--- src/rtl/reset_seq_pkg.sv ---
// Shared types for the board reset sequencer: the sequencer state encoding,
// which is also exported on seq_state for debug.
package reset_seq_pkg;

  typedef enum logic [1:0] {
    HOLD    = 2'd0,
    STRETCH = 2'd1,
    PERIPH  = 2'd2,
    RUN     = 2'd3
  } seq_state_t;

  function automatic int unsigned max_u(input int unsigned a, input int unsigned b);
    return (a > b) ? a : b;
  endfunction

endpackage

--- src/rtl/sync_2ff.sv ---
// Generic 1-bit two-flop synchroniser with a synchronous active-low reset to 0.
// Used for pll_lock and suitable for io_rx.
module sync_2ff (
  input  logic clock,
  input  logic reset,
  input  logic d,
  output logic q
);

  logic meta_reg;
  logic sync_reg;

  always_ff @(posedge clock) begin
    if (!reset) begin
      meta_reg <= 1'b0;
      sync_reg <= 1'b0;
    end else begin
      meta_reg <= d;
      sync_reg <= meta_reg;
    end
  end

  assign q = sync_reg;

endmodule

--- src/rtl/reset_sequencer.sv ---
// Board reset controller: waits for a stable PLL lock, releases peripherals,
// then the core PERIPH_LEAD cycles later; restarts on lock loss or sw request.
module reset_sequencer
  import reset_seq_pkg::*;
#(
  parameter int unsigned STRETCH_CYCLES = 4194303,
  parameter int unsigned PERIPH_LEAD    = 16,
  parameter int unsigned LOSS_W         = 8
) (
  input  logic              clock,
  input  logic              reset,
  input  logic              pll_lock,
  input  logic              sw_reset_req,
  output logic              periph_reset,
  output logic              core_reset,
  output logic              ready,
  output logic [1:0]        seq_state,
  output logic [LOSS_W-1:0] lock_loss_count
);

  localparam int unsigned CNT_W = $clog2(max_u(STRETCH_CYCLES, PERIPH_LEAD) + 1);
  localparam logic [CNT_W-1:0] STRETCH_LOAD = CNT_W'(STRETCH_CYCLES - 1);
  localparam logic [CNT_W-1:0] PERIPH_LOAD  = CNT_W'(PERIPH_LEAD - 1);

  logic lock_s;

  seq_state_t        state_reg,  state_next;
  logic [CNT_W-1:0]  cnt_reg,    cnt_next;
  logic [LOSS_W-1:0] loss_reg,   loss_next;
  logic              periph_reg, periph_next;
  logic              core_reg,   core_next;
  logic              ready_reg,  ready_next;

  sync_2ff u_lock_sync (
    .clock (clock),
    .reset (reset),
    .d     (pll_lock),
    .q     (lock_s)
  );

  always_ff @(posedge clock) begin
    if (!reset) begin
      state_reg  <= HOLD;
      cnt_reg    <= '0;
      loss_reg   <= '0;
      periph_reg <= 1'b1;
      core_reg   <= 1'b1;
      ready_reg  <= 1'b0;
    end else begin
      state_reg  <= state_next;
      cnt_reg    <= cnt_next;
      loss_reg   <= loss_next;
      periph_reg <= periph_next;
      core_reg   <= core_next;
      ready_reg  <= ready_next;
    end
  end

  always_comb begin
    state_next = state_reg;
    cnt_next   = cnt_reg;
    loss_next  = loss_reg;

    unique case (state_reg)
      HOLD: begin
        if (lock_s) begin
          state_next = STRETCH;
          cnt_next   = STRETCH_LOAD;
        end
      end
      STRETCH: begin
        // A glitch here is not counted: the PLL never delivered a usable clock yet.
        if (!lock_s) begin
          state_next = HOLD;
          cnt_next   = '0;
        end else if (cnt_reg == '0) begin
          state_next = PERIPH;
          cnt_next   = PERIPH_LOAD;
        end else begin
          cnt_next   = cnt_reg - CNT_W'(1);
        end
      end
      PERIPH: begin
        if (!lock_s) begin
          state_next = HOLD;
          cnt_next   = '0;
          loss_next  = (&loss_reg) ? loss_reg : loss_reg + LOSS_W'(1);
        end else if (cnt_reg == '0) begin
          state_next = RUN;
          cnt_next   = '0;
        end else begin
          cnt_next   = cnt_reg - CNT_W'(1);
        end
      end
      RUN: begin
        if (!lock_s) begin
          state_next = HOLD;
          cnt_next   = '0;
          loss_next  = (&loss_reg) ? loss_reg : loss_reg + LOSS_W'(1);
        end else if (sw_reset_req) begin
          state_next = HOLD;
          cnt_next   = '0;
        end
      end
      default: begin
        state_next = HOLD;
        cnt_next   = '0;
      end
    endcase

    // Outputs are decoded from the next state so they register alongside it.
    periph_next = (state_next == HOLD) || (state_next == STRETCH);
    core_next   = (state_next != RUN);
    ready_next  = (state_next == RUN);
  end

  assign periph_reset    = periph_reg;
  assign core_reset      = core_reg;
  assign ready           = ready_reg;
  assign seq_state       = state_reg;
  assign lock_loss_count = loss_reg;

endmodule

--- config.mk ---
export PLATFORM = sky130hd
export DESIGN_NAME = reset_sequencer
export DESIGN_NICKNAME = d
export VERILOG_FILES = /design/src/rtl/reset_seq_pkg.sv /design/src/rtl/sync_2ff.sv /design/src/rtl/reset_sequencer.sv
export SDC_FILE = /design/constraint.sdc
export NUM_CORES = 1
export LEC_CHECK = 0
export BUFFER_PORTS_ARGS = -buffer_cell sky130_fd_sc_hd__buf_2
export CAP_MARGIN = 40
export CORE_MARGIN = 4
export CORE_UTILIZATION = 45
export DETAILED_ROUTE_END_ITERATION = 6
export PLACE_DENSITY = 0.62
export RECOVER_POWER = 50
export SLEW_MARGIN = 30
export SYNTH_ARGS = -nofsm -noshare
export SYNTH_HDL_FRONTEND = slang
export SYNTH_SLANG_ARGS = --single-unit
--- constraint.sdc ---
create_clock -name clock -period 2.19 [get_ports clock]
set_input_delay 0.219 -clock clock [delete_from_list [all_inputs] [get_ports clock]]
set_output_delay 0.219 -clock clock [all_outputs]
set_load 0.005 [all_outputs]
==> metrics.md, run 1 <==
| Metric | Value |
|---|---|
| Status | `finished clean` |
| Global-route wire length before repair | `8.06 mm` |
| Layout area overhead | `15.1%` |
| Filler cell count | `about 440` |
| H-tree Lvls | `2` |
| Overflow after GRT | `0` |
| Final Core Density | `54.2%` |
| Unrepaired setup endpoints after global routing | `yes` |
| Half-perimeter wire length of the detailed placement result | `3.33 mm` |
| Nets in the synthesized netlist | `between 200 and 300` |
| Leakage power summed over all cells | `0.954 nW` |
| DRT antenna net count | `0` |
| Post-synthesis share of cell area spent on and, or, nand and nor gates | `25.4%` |
| Critical Path Stages | `6` |
| Global-route usage over all layers | `18.0%` |
| Family with the most delay on the worst path | `simple AND/OR/NAND/NOR gates` |
| Instance count along the most critical hold path | `2` |
| Cell chosen for the clock root | `sky130_fd_sc_hd__clkbuf_8` |
| Fraction of final layout cells sized beyond drive strength 1 | `about 20%` |
| Post-synthesis share of cell area spent on full adders, half adders and majority gates | `1.82%` |
| Worst Hold Class | `in -> reg` |
| Worst path cell trace | `or4_4 -> or4_4 -> o31ai_4 -> buf_6 -> a31oi_2 -> o221a_2` |
| # setup viols final | `0` |
| Aggregate routed wire length | `4.81 mm` |
| Die area | `5740 µm²` |
| Clk_lat worst skew | `0.28 ns` |
| Clock-pin slew of the registers on the worst-case setup and hold paths | `0.07 ns` |
| Fraction of synthesis flops using an asynchronous set or reset pin | `0%` |
| Count of pins on the block boundary | `17` |
| Final Total Pwr | `1.57 mW` |
| Commonest non-fill, non-tap cells in the layout | `36 x sky130_fd_sc_hd__dfxtp_1, 26 x sky130_fd_sc_hd__a21oi_1, 25 x sky130_fd_sc_hd__nor2_1, 15 x sky130_fd_sc_hd__nand2_1, 15 x sky130_fd_sc_hd__buf_4` |
| Worst vdd ir | `between 0.0003 and 0.0004 V` |
| Number of distinct library cells after synthesis | `approximately 50` |
| Maximum clock insertion buffer count | `2` |
| Detailed router's first-iteration violation count | `130` |
| Warnings from Yosys | `0` |
| Number of hold violations in the final report | `0` |
| Final non-filler cell total | `roughly 330` |
| Xor and xnor area share after synthesis | `2.97%` |
| Pwr Density | `659 nW/µm²` |
| Clock skew | `approximately 0.0056 ns` |
| Post-layout nets | `281` |
| Number of buffers and inverters on the critical path | `1` |
| Synthesized flop and latch total | `37` |
| Minimum setup slack after placement | `0.0273 ns` |
| Dominant cell type by count on the critical path | `sky130_fd_sc_hd__or4_4` |
| Number of max-cap violations | `0` |
| Core ar. | `4380 µm²` |
| Pin count of the biggest net entering global routing | `21` |
| Die Ht | `75.7 µm` |
| Area of placed instances | `2260 µm²` |
| Type of origin of the critical path | `flip-flop` |
| Initial DRT Pass Iterations | `4` |
| Total via count after detailed routing | `around 1,900` |
| Crit path setup slack, layout | `0.0554 ns` |
| Final worst path period need | `2.13 ns` |
| Kind of end point of the critical path | `flip-flop` |
| Diode count | `0` |
| Total DRC errors in the routed layout | `0` |
| Synth Area per Inst | `8.32 µm²` |
| CP max FO | `8` |
| Dominant combinational cell family by area after synthesis | `compound AO/OA/AOI/OAI gates` |
| Post-synth EDFFs | `0` |
| R2R cell count | `6` |
| Normalized max-slew margin | `49.0%` |
| # rows | `24` |
| Slew Viols, Final | `0` |
| Sequential element share of the synthesized area | `35.9%` |
| Final cell area excluding filler cells | `2380 µm²` |
| Cell with the largest stage delay on the worst path | `sky130_fd_sc_hd__or4_4` |
| Number of flip-flops in the largest register | `22` |
| Mapped cell area | `2060 µm²` |
| Routed wirelength normalized by instance count | `approximately 15 µm` |
| Number of global-route vias before repair | `1,719` |
| Post-synthesis mux area share | `0%` |
| Routability Congestion | `0.819` |
| PortBufs | `16` |
| Floorplan die width | `about 76 µm` |
| Cts hold-fix bufs | `0` |
| Vias per std cell | `about 5.7` |
| Most frequent standard cell in the layout excluding fill and tap cells | `sky130_fd_sc_hd__dfxtp_1` |
| Required time worst endpoint | `2.37 ns` |
| Transition time of the tightest slew-check pin | `0.764 ns` |
| Complex-gate fraction of the synthesized area | `27.8%` |
| Crit share post-route | `between 90 and 100%` |
| Number of antenna violations at the first check in global routing | `0` |
| Category of the most critical setup path | `reg -> reg` |
| Upper clock frequency limit | `468 MHz` |
| Crit-path max cell delay | `approximately 0.54 ns` |
| CTS tree | `yes` |
| Ys flop type | `sky130_fd_sc_hd__dfxtp_1` |
| Gate count of the mapped netlist | `248` |
| Starting Density | `47.1%` |
| CTS sink cnt | `37` |
| Number of CTS-inserted buffers | `5` |
| Placed insts | `319` |
| Arrival time worst endpoint | `2.31 ns` |
==> cell usage after synthesis, types with 2 or more instances <==
master,number,area (µm²)
sky130_fd_sc_hd__xnor2_1,4,35.0
sky130_fd_sc_hd__o21a_1,5,37.5
sky130_fd_sc_hd__buf_6,2,22.5
sky130_fd_sc_hd__a31oi_1,6,37.5
sky130_fd_sc_hd__a21boi_0,3,22.5
sky130_fd_sc_hd__and2_1,11,68.8
sky130_fd_sc_hd__nor2b_1,3,18.8
sky130_fd_sc_hd__buf_2,2,10.0
sky130_fd_sc_hd__o21ai_0,11,55.1
sky130_fd_sc_hd__a21oi_1,26,130
sky130_fd_sc_hd__clkbuf_1,8,30.0
sky130_fd_sc_hd__or3_1,2,12.5
sky130_fd_sc_hd__ha_1,3,37.5
sky130_fd_sc_hd__inv_1,9,33.8
sky130_fd_sc_hd__nor3_1,8,40.0
sky130_fd_sc_hd__nand3_1,6,30.0
sky130_fd_sc_hd__nand2_1,15,56.3
sky130_fd_sc_hd__nor3b_1,3,22.5
sky130_fd_sc_hd__dfxtp_1,37,741
sky130_fd_sc_hd__or4_1,3,22.5
sky130_fd_sc_hd__xor2_1,3,26.3
sky130_fd_sc_hd__o221a_2,6,67.6
sky130_fd_sc_hd__o211ai_1,3,22.5
sky130_fd_sc_hd__nor2_1,25,93.8
sky130_fd_sc_hd__o31ai_1,3,22.5
sky130_fd_sc_hd__nand4_1,5,31.3
sky130_fd_sc_hd__nor4_1,5,31.3
sky130_fd_sc_hd__o221a_1,7,78.8
sky130_fd_sc_hd__and3_1,3,18.8
sky130_fd_sc_hd__or2_2,2,12.5
==> worst register-to-register path, delay by kind of cell (launching register included) <==
family          cells  cell delay (ns)
compound gates      3             0.54
flops               1             0.32
simple gates        2             0.99
buf+inv             1             0.17
==> final timing paths <==
kind	startpoint	end	slack [ns]
setup / recovery	cnt_reg[14]$_SDFFE_PN0P_	cnt_reg[12]$_SDFFE_PN0P_	0.06
hold / removal	pll_lock	u_lock_sync.meta_reg$_SDFF_PN0_	0.14
setup reg to reg	cnt_reg[14]$_SDFFE_PN0P_	cnt_reg[12]$_SDFFE_PN0P_	0.06
hold reg to reg	u_lock_sync.meta_reg$_SDFF_PN0_	u_lock_sync.q$_SDFF_PN0_	0.44
==> logic make-up (layout without fill, tap and decap cells) <==
family / count (synthesis) / after routing
simple gates: 98 / 98
compound gates: 79 / 79
flops: 37 / 37
buf+inv: 24 / 51
xor+xnor: 7 / 7
fa+ha+maj: 3 / 3
==> report_power, final <==
part           internal [mW]  switching (mW)  leakage, nW
Combinational          0.159           0.207        0.606
Sequential             0.707          0.0389        0.303
Clock                  0.220           0.234       0.0450
Total                   1.09           0.480        0.954
==> per-stage QoR <==
stage	hold slack, ns	setup TNS, ns
3_3_place_gp	0.421	0
2_1_floorplan	0.346	-0.0912
4_1_cts	0.130	0
6_report	0.136	0
3_5_place_dp	0.423	0
5_1_grt	0.147	-0.0612
==> area by class of cell <==
cell class,count,area [µm²],area share [%]
clock buffer,6,72.6,3.05
clock inverter,2,10.0,0.421
inverter,9,33.8,1.42
multi-input combinational,187,1230,52.0
sequential,37,742,31.2
tap,52,65.1,2.74
timing repair buffer,34,218,9.16
==> repair_timing <==
action                                  in CTS  in global routing
buffers inserted                             0                  0
pin swaps                                    0                  1
endpoints found under the setup margin       1                 19
gates resized for setup                      1                  8
hold endpoints to repair                     0                  0
==> metal layers <==
| metal | global-route usage, % | share of wire (%) |
|---|---|---|
| met5 | 0 | 0 |
| met4 | 5.63 | 1.2 |
| met3 | 3.56 | 3.1 |
| met2 | 27.6 | 45 |
| met1 | 25.5 | 51 |
Power figures use the tool's default switching activity.
==> run 2, diff against run 1 <==
PLACE_DENSITY = 0.67   (was 0.62)
==> metrics.md, run 2 (synthesis results as in run 1) <==
| Metric | Value |
|---|---|
| Status | `finished clean` |
| Number of global-route vias before repair | `1,757 (+2.2%)` |
| Clock-pin slew of the registers on the worst-case setup and hold paths | `0.08 ns (about the same)` |
| R2r startpoint | `cnt_reg[14]$_SDFFE_PN0P_` |
| # setup viols final | `0 (unchanged)` |
| Pwr Density | `662 nW/µm² (+0.49%)` |
| Type of origin of the critical path | `flip-flop` |
| CP max FO | `8 (unchanged)` |
| Crit share post-route | `99.0% (+1.5 points)` |
| Gr busiest metal | `met2` |
| Number of antenna violations at the first check in global routing | `0 (unchanged)` |
| Cts hold-fix bufs | `0 (unchanged)` |
| DRT antenna net count | `0 (unchanged)` |
| Upper clock frequency limit | `461 MHz (-1.5%)` |
| Crit-path max cell delay | `0.55 ns (about the same)` |
| Area of placed instances | `2260 µm² (unchanged)` |
| Pin count of the biggest net entering global routing | `25 (+19%)` |
| Diode count | `0 (unchanged)` |
| Total via count after detailed routing | `1,904 (+2.1%)` |
| R2R cell count | `6 (unchanged)` |
| Met3 demand-to-capacity share in global routing | `4.09% (+0.53 points)` |
| FF-to-FF End | `cnt_reg[12]$_SDFFE_PN0P_` |
| Die Ht | `75.7 µm (unchanged)` |
| Count of pins on the block boundary | `17 (unchanged)` |
| Unrepaired setup endpoints after global routing | `yes` |
| Global-route usage over all layers | `17.9% (-0.11 points)` |
| Aggregate routed wire length | `4.73 mm (-1.6%)` |
| Category of the most critical setup path | `reg -> reg` |
| Number of hold violations in the final report | `0 (unchanged)` |
| Minimum setup slack after placement | `0.0212 ns (-0.00609 ns)` |
| Die area | `5740 µm² (unchanged)` |
| Kind of end point of the critical path | `flip-flop` |
| Filler cell count | `428 (-1.6%)` |
| Routability Congestion | `0.799 (-2.5%)` |
| Instance count along the most critical hold path | `2 (unchanged)` |
| Crit path setup slack, layout | `0.0219 ns (-0.0336 ns)` |
| # rows | `24 (unchanged)` |
| Vias per std cell | `5.82 (+2.1%)` |
| Worst Hold Class | `in -> reg` |
| Starting Density | `47.1% (unchanged)` |
| Dominant cell type by count on the critical path | `sky130_fd_sc_hd__or4_4` |
| Required time worst endpoint | `2.37 ns (about the same)` |
| Final cell area excluding filler cells | `2360 µm² (-0.74%)` |
| Hold EP | `u_lock_sync.meta_reg$_SDFF_PN0_` |
| Cell with the largest stage delay on the worst path | `sky130_fd_sc_hd__or4_4` |
| Commonest non-fill, non-tap cells in the layout | `36 x sky130_fd_sc_hd__dfxtp_1, 25 x sky130_fd_sc_hd__nor2_1, 24 x sky130_fd_sc_hd__a21oi_1, 15 x sky130_fd_sc_hd__nand2_1, 14 x sky130_fd_sc_hd__buf_4` |
| Number of max-cap violations | `0 (unchanged)` |
| Half-perimeter wire length of the detailed placement result | `3.31 mm (-0.56%)` |
| Routed wirelength normalized by instance count | `14.5 µm (-1.6%)` |
| Worst vdd ir | `0.000367 V (+16%)` |
| Detailed router's first-iteration violation count | `135 (+3.8%)` |
| Number of flip-flops in the largest register | `22 (unchanged)` |
| H-tree Lvls | `2 (unchanged)` |
| Core ar. | `4380 µm² (unchanged)` |
| Final worst path period need | `2.17 ns (+0.0336 ns)` |
| Global-route wire length before repair | `8.01 mm (-0.61%)` |
| Normalized max-slew margin | `37.5% (-12 points)` |
| GRT met2 Usage | `27.5% (-0.096 points)` |
| CTS sink cnt | `37 (unchanged)` |
| Arrival time worst endpoint | `2.35 ns (+0.04 ns)` |
| PortBufs | `16 (unchanged)` |
| Slew Viols, Final | `0 (unchanged)` |
| Total DRC errors in the routed layout | `0 (unchanged)` |
| Initial DRT Pass Iterations | `4 (unchanged)` |
| Cell chosen for the clock root | `sky130_fd_sc_hd__clkbuf_8` |
| Clock skew | `0.00487 ns (-0.000688 ns)` |
| Met1 usage in global routing | `24.9% (-0.60 points)` |
| Startpoint of the most critical hold path | `pll_lock` |
| Layout area overhead | `14.2%` |
| Transition time of the tightest slew-check pin | `0.937 ns (+0.173 ns)` |
| Leakage power summed over all cells | `0.942 nW (-1.2%)` |
| Number of CTS-inserted buffers | `5 (unchanged)` |
| Register-to-register setup slack | `0.02 ns (-0.03 ns)` |
| Maximum clock insertion buffer count | `2 (unchanged)` |
| CTS tree | `yes` |
| Launch point of the critical path | `cnt_reg[14]$_SDFFE_PN0P_` |
| Fraction of final layout cells sized beyond drive strength 1 | `20.0% (unchanged)` |
| Worst hold margin | `0.133 ns (-0.00289 ns)` |
| Final Total Pwr | `1.56 mW (-0.25%)` |
| Post-layout nets | `281 (unchanged)` |
| Floorplan die width | `75.7 µm (unchanged)` |
| Most frequent standard cell in the layout excluding fill and tap cells | `sky130_fd_sc_hd__dfxtp_1` |
| Worst path cell trace | `or4_4 -> or4_4 -> o31ai_4 -> buf_6 -> a31oi_1 -> o221a_2` |
| Overflow after GRT | `0 (unchanged)` |
| Clk_lat worst skew | `0.29 ns (about the same)` |
==> run 2: changes by cell type in the layout (fill, tap and decap cells not counted), sizes merged <==
cell      change
clkbuf        +1
clkinvlp      +1
buf           -2
==> run 2: through the flow <==
step                      std cells  setup TNS (ns)  util [%]
after global routing            327          -0.119      53.8
after detailed placement        319               0      51.5
after CTS                       327               0      53.6
final                           327               0      53.8
after global placement          319               0      51.5
after floorplan                 248         -0.0912         -
==> run 2: layout make-up <==
cell class                      count  area (µm²)  area share [%]
Multi-Input combinational cell    187        1220            51.9
Clock inverter                      3        17.5           0.743
Timing Repair Buffer               34         208            8.81
Clock buffer                        5        68.8            2.92
Inverter                            9        33.8            1.43
Sequential cell                    37         742            31.5
Tap cell                           52        65.1            2.76
==> run 2: worst max-delay path: cells and delay by family (launching register included) <==
family / cells / cell delay (ns)
AND/OR/NAND/NOR: 2 / 1.01
flip-flops: 1 / 0.32
AO/OA/AOI/OAI: 3 / 0.56
buffers and inverters: 1 / 0.17
==> run 2: how the worst max path moves through the flow <==
| stage | endpoint | cells past startpoint |
|---|---|---|
| 6_report | cnt_reg[12]$_SDFFE_PN0P_ | 6 |
| 4_1_cts | cnt_reg[12]$_SDFFE_PN0P_ | 6 |
| 2_1_floorplan | cnt_reg[6]$_SDFFE_PN0P_ | 7 |
| 3_3_place_gp | seq_state[0]$_SDFF_PN0_ | 6 |
| 5_1_grt | cnt_reg[12]$_SDFFE_PN0P_ | 6 |
| 3_5_place_dp | seq_state[0]$_SDFF_PN0_ | 6 |
==> run 2: metal layers <==
metal,routed length [µm],vias to the layer above
met5,0,-
met4,63,0
met3,189,7
met2,2120,42
met1,2360,886
li1,-,969
==> run 2: timing repair <==
item | 4_1_cts | 5_1_grt
endpoints found under the setup margin | 1 | 13
pin swaps | 0 | 4
buffers inserted | 0 | 0
resized for setup | 1 | 6
==> run 2: report_power, final <==
group / internal [mW] / switching, mW / total, mW
Sequential: 0.707 / 0.0378 / 0.744
Clock: 0.219 / 0.245 / 0.464
Combinational: 0.154 / 0.199 / 0.353
==> run 3, diff against run 2 <==
BUFFER_PORTS_ARGS = unset   (was -buffer_cell sky130_fd_sc_hd__buf_2)
DONT_BUFFER_PORTS = 1   (was unset)
PLACE_DENSITY = 0.64   (was 0.67)
==> metrics.md, run 3 (synthesis results as in run 1) <==
| Metric | Value |
|---|---|
| Final worst path period need | `2.18 ns (+0.0111 ns)` |
| Die area | `5740 µm² (unchanged)` |
| Pin count of the biggest net entering global routing | `35 (+40%)` |
| Routability Congestion | `0.839 (+5.0%)` |
| Normalized max-slew margin | `67.0% (+29 points)` |
| Kind of end point of the critical path | `flip-flop` |
| Register-to-register setup slack | `0.01 ns (about the same)` |
| Number of CTS-inserted buffers | `5 (unchanged)` |
| Crit share post-route | `99.5% (+0.51 points)` |
| Commonest non-fill, non-tap cells in the layout | `36 x sky130_fd_sc_hd__dfxtp_1, 26 x sky130_fd_sc_hd__a21oi_1, 25 x sky130_fd_sc_hd__nor2_1, 17 x sky130_fd_sc_hd__buf_4, 15 x sky130_fd_sc_hd__nand2_1` |
| Number of max-cap violations | `0 (unchanged)` |
| Global-route wire length before repair | `8.05 mm (+0.52%)` |
| Number of buffers inserted to repair setup after CTS | `0 (unchanged)` |
| DRT antenna net count | `0 (unchanged)` |
| Hold EP | `u_lock_sync.meta_reg$_SDFF_PN0_` |
| Number of antenna violations at the first check in global routing | `0 (unchanged)` |
| Worst Hold Class | `in -> reg` |
| Aggregate routed wire length | `4.60 mm (-2.8%)` |
| H-tree Lvls | `2 (unchanged)` |
| Number of global-route vias before repair | `1,723 (-1.9%)` |
| Half-perimeter wire length of the detailed placement result | `3.23 mm (-2.4%)` |
| Vias per std cell | `5.95 (+2.2%)` |
| CP max FO | `8 (unchanged)` |
| Number of flip-flops in the largest register | `22 (unchanged)` |
| Upper clock frequency limit | `459 MHz (-0.51%)` |
| Placed insts | `303 (-5.0%)` |
| Filler cell count | `442 (+3.3%)` |
| Final cell area excluding filler cells | `2270 µm² (-3.8%)` |
| Total via count after detailed routing | `1,844 (-3.2%)` |
| Cell with the largest stage delay on the worst path | `sky130_fd_sc_hd__or4_4` |
| Die Ht | `75.7 µm (unchanged)` |
| Global-route usage over all layers | `18.1% (+0.21 points)` |
| # rows | `24 (unchanged)` |
| Unrepaired setup endpoints after global routing | `yes` |
| CTS tree | `yes` |
| Cell chosen for the clock root | `sky130_fd_sc_hd__clkbuf_8` |
| Count of pins on the block boundary | `17 (unchanged)` |
| Worst vdd ir | `0.000374 V (+1.9%)` |
| Floorplan die width | `75.7 µm (unchanged)` |
| Switching power share of the total | `28.9% (-2.0 points)` |
| Slew Viols, Final | `0 (unchanged)` |
| Setup_tns | `0 ns (unchanged)` |
| CTS sink cnt | `37 (unchanged)` |
| Met1 usage in global routing | `24.7% (-0.18 points)` |
| Routed wirelength normalized by instance count | `14.8 µm (+2.5%)` |
| Pwr Density | `686 nW/µm² (+3.5%)` |
| Gate power share | `21.5% (-1.1 points)` |
| Core ar. | `4380 µm² (unchanged)` |
| Cts hold-fix bufs | `0 (unchanged)` |
| Clock skew | `0.00676 ns (+0.00189 ns)` |
| FF-to-FF End | `cnt_reg[12]$_SDFFE_PN0P_` |
| R2r startpoint | `cnt_reg[14]$_SDFFE_PN0P_` |
| Startpoint of the most critical hold path | `pll_lock` |
| GRT met2 Usage | `27.8% (+0.29 points)` |
| Instance count along the most critical hold path | `1 (-1)` |
| Gr busiest metal | `met2` |
| Worst path cell trace | `or4_4 -> or4_4 -> o31ai_4 -> buf_4 -> a31oi_1 -> o221a_2` |
| Clk_lat worst skew | `0.28 ns (about the same)` |
| Internal Power | `1.11 mW (+2.4%)` |
| Crit-path max cell delay | `0.54 ns (about the same)` |
| Status | `finished clean` |
| Area of placed instances | `2180 µm² (-3.5%)` |
| Net switching power | `0.449 mW (-6.8%)` |
| Worst hold margin | `0.0632 ns (-0.0699 ns)` |
| Sequential power share | `47.8% (about the same)` |
| Required time worst endpoint | `2.37 ns (about the same)` |
| # setup viols final | `0 (unchanged)` |
| Transition time of the tightest slew-check pin | `0.490 ns (-0.447 ns)` |
| Number of hold violations in the final report | `0 (unchanged)` |
| Maximum clock insertion buffer count | `2 (unchanged)` |
| Arrival time worst endpoint | `2.36 ns (about the same)` |
| Type of origin of the critical path | `flip-flop` |
| Met3 demand-to-capacity share in global routing | `4.22% (+0.13 points)` |
| Fraction of final layout cells sized beyond drive strength 1 | `15.9% (-4.1 points)` |
| PortBufs | `0 (-16)` |
| Dominant cell type by count on the critical path | `sky130_fd_sc_hd__or4_4` |
| Category of the most critical setup path | `reg -> reg` |
| Final non-filler cell total | `310 (-5.2%)` |
| Cts repair resizes | `0 (-1)` |
| Starting Density | `47.1% (unchanged)` |
| Detailed router's first-iteration violation count | `103 (-24%)` |
| Diode count | `0 (unchanged)` |
| Most frequent standard cell in the layout excluding fill and tap cells | `sky130_fd_sc_hd__dfxtp_1` |
| Post-layout nets | `265 (-5.7%)` |
| Clock-pin slew of the registers on the worst-case setup and hold paths | `0.07 ns (about the same)` |
| Final Core Density | `51.7% (-2.1 points)` |
| Leakage power summed over all cells | `0.888 nW (-5.8%)` |
| R2R cell count | `6 (unchanged)` |
| Overflow after GRT | `0 (unchanged)` |
| Layout area overhead | `9.88%` |
| Total DRC errors in the routed layout | `0 (unchanged)` |
| Initial DRT Pass Iterations | `4 (unchanged)` |
| Clock power share | `30.7% (+1.0 points)` |
run 3: cell count changes in the layout (fill, tap and decap cells not counted), sizes merged:
cell | before | now
clkinv | 2 | 0
clkbuf | 13 | 8
clkinvlp | 1 | 0
buf | 26 | 17
run 3: worst max-delay path: cells and delay by family, from the launching register on:
family                 cells  cell delay, ns
AOI/OAI and AO/OA          3            0.52
buffers and inverters      1            0.20
DFF                        1            0.32
and+or+nand+nor            2            1.03
run 3: layout make-up:
cell class / instances / area (µm²) / share of cell area, %
Inverter: 9 / 33.8 / 1.49
Sequential cell: 37 / 742 / 32.7
Clock buffer: 7 / 86.3 / 3.81
Tap cell: 52 / 65.1 / 2.87
Timing Repair Buffer: 18 / 131 / 5.79
Multi-Input combinational cell: 187 / 1210 / 53.3
run 3: power groups by stage:
stage | clock [mW] | combinational [mW] | sequential (mW)
2_1_floorplan | 0 | 0.252 | 0.749
3_3_place_gp | 0 | 0.324 | 0.757
3_5_place_dp | 0 | 0.329 | 0.757
4_1_cts | 0.487 | 0.331 | 0.743
5_1_grt | 0.515 | 0.377 | 0.747
6_report | 0.478 | 0.334 | 0.743
run 3: how the worst max path moves through the flow:
stage / end / startpoint / depth (start not counted) / slack, ns
after detailed placement: cnt_reg[12]$_SDFFE_PN0P_ / cnt_reg[14]$_SDFFE_PN0P_ / 6 / 0.03
after global placement: cnt_reg[12]$_SDFFE_PN0P_ / cnt_reg[14]$_SDFFE_PN0P_ / 6 / 0.05
final: cnt_reg[12]$_SDFFE_PN0P_ / cnt_reg[14]$_SDFFE_PN0P_ / 6 / 0.01
after global routing: seq_state[0]$_SDFF_PN0_ / cnt_reg[0]$_SDFFE_PN0P_ / 8 / -0.06
after floorplan: cnt_reg[6]$_SDFFE_PN0P_ / cnt_reg[14]$_SDFFE_PN0P_ / 7 / -0.02
after CTS: cnt_reg[12]$_SDFFE_PN0P_ / cnt_reg[14]$_SDFFE_PN0P_ / 6 / 0.01
run 3: stage by stage:
step                      setup WS, ns  total power, mW
after detailed placement        0.0282             1.09
after global placement          0.0462             1.08
final                           0.0107             1.56
after CTS                       0.0102             1.56
after global routing           -0.0610             1.64
after floorplan                -0.0221             1.00
run 3: metal layers:
metal / vias to the layer above / share of wire [%]
li1: 936 / -
met1: 855 / 48
met2: 49 / 46
met3: 4 / 5.2
met4: 0 / 0.98
met5: - / 0
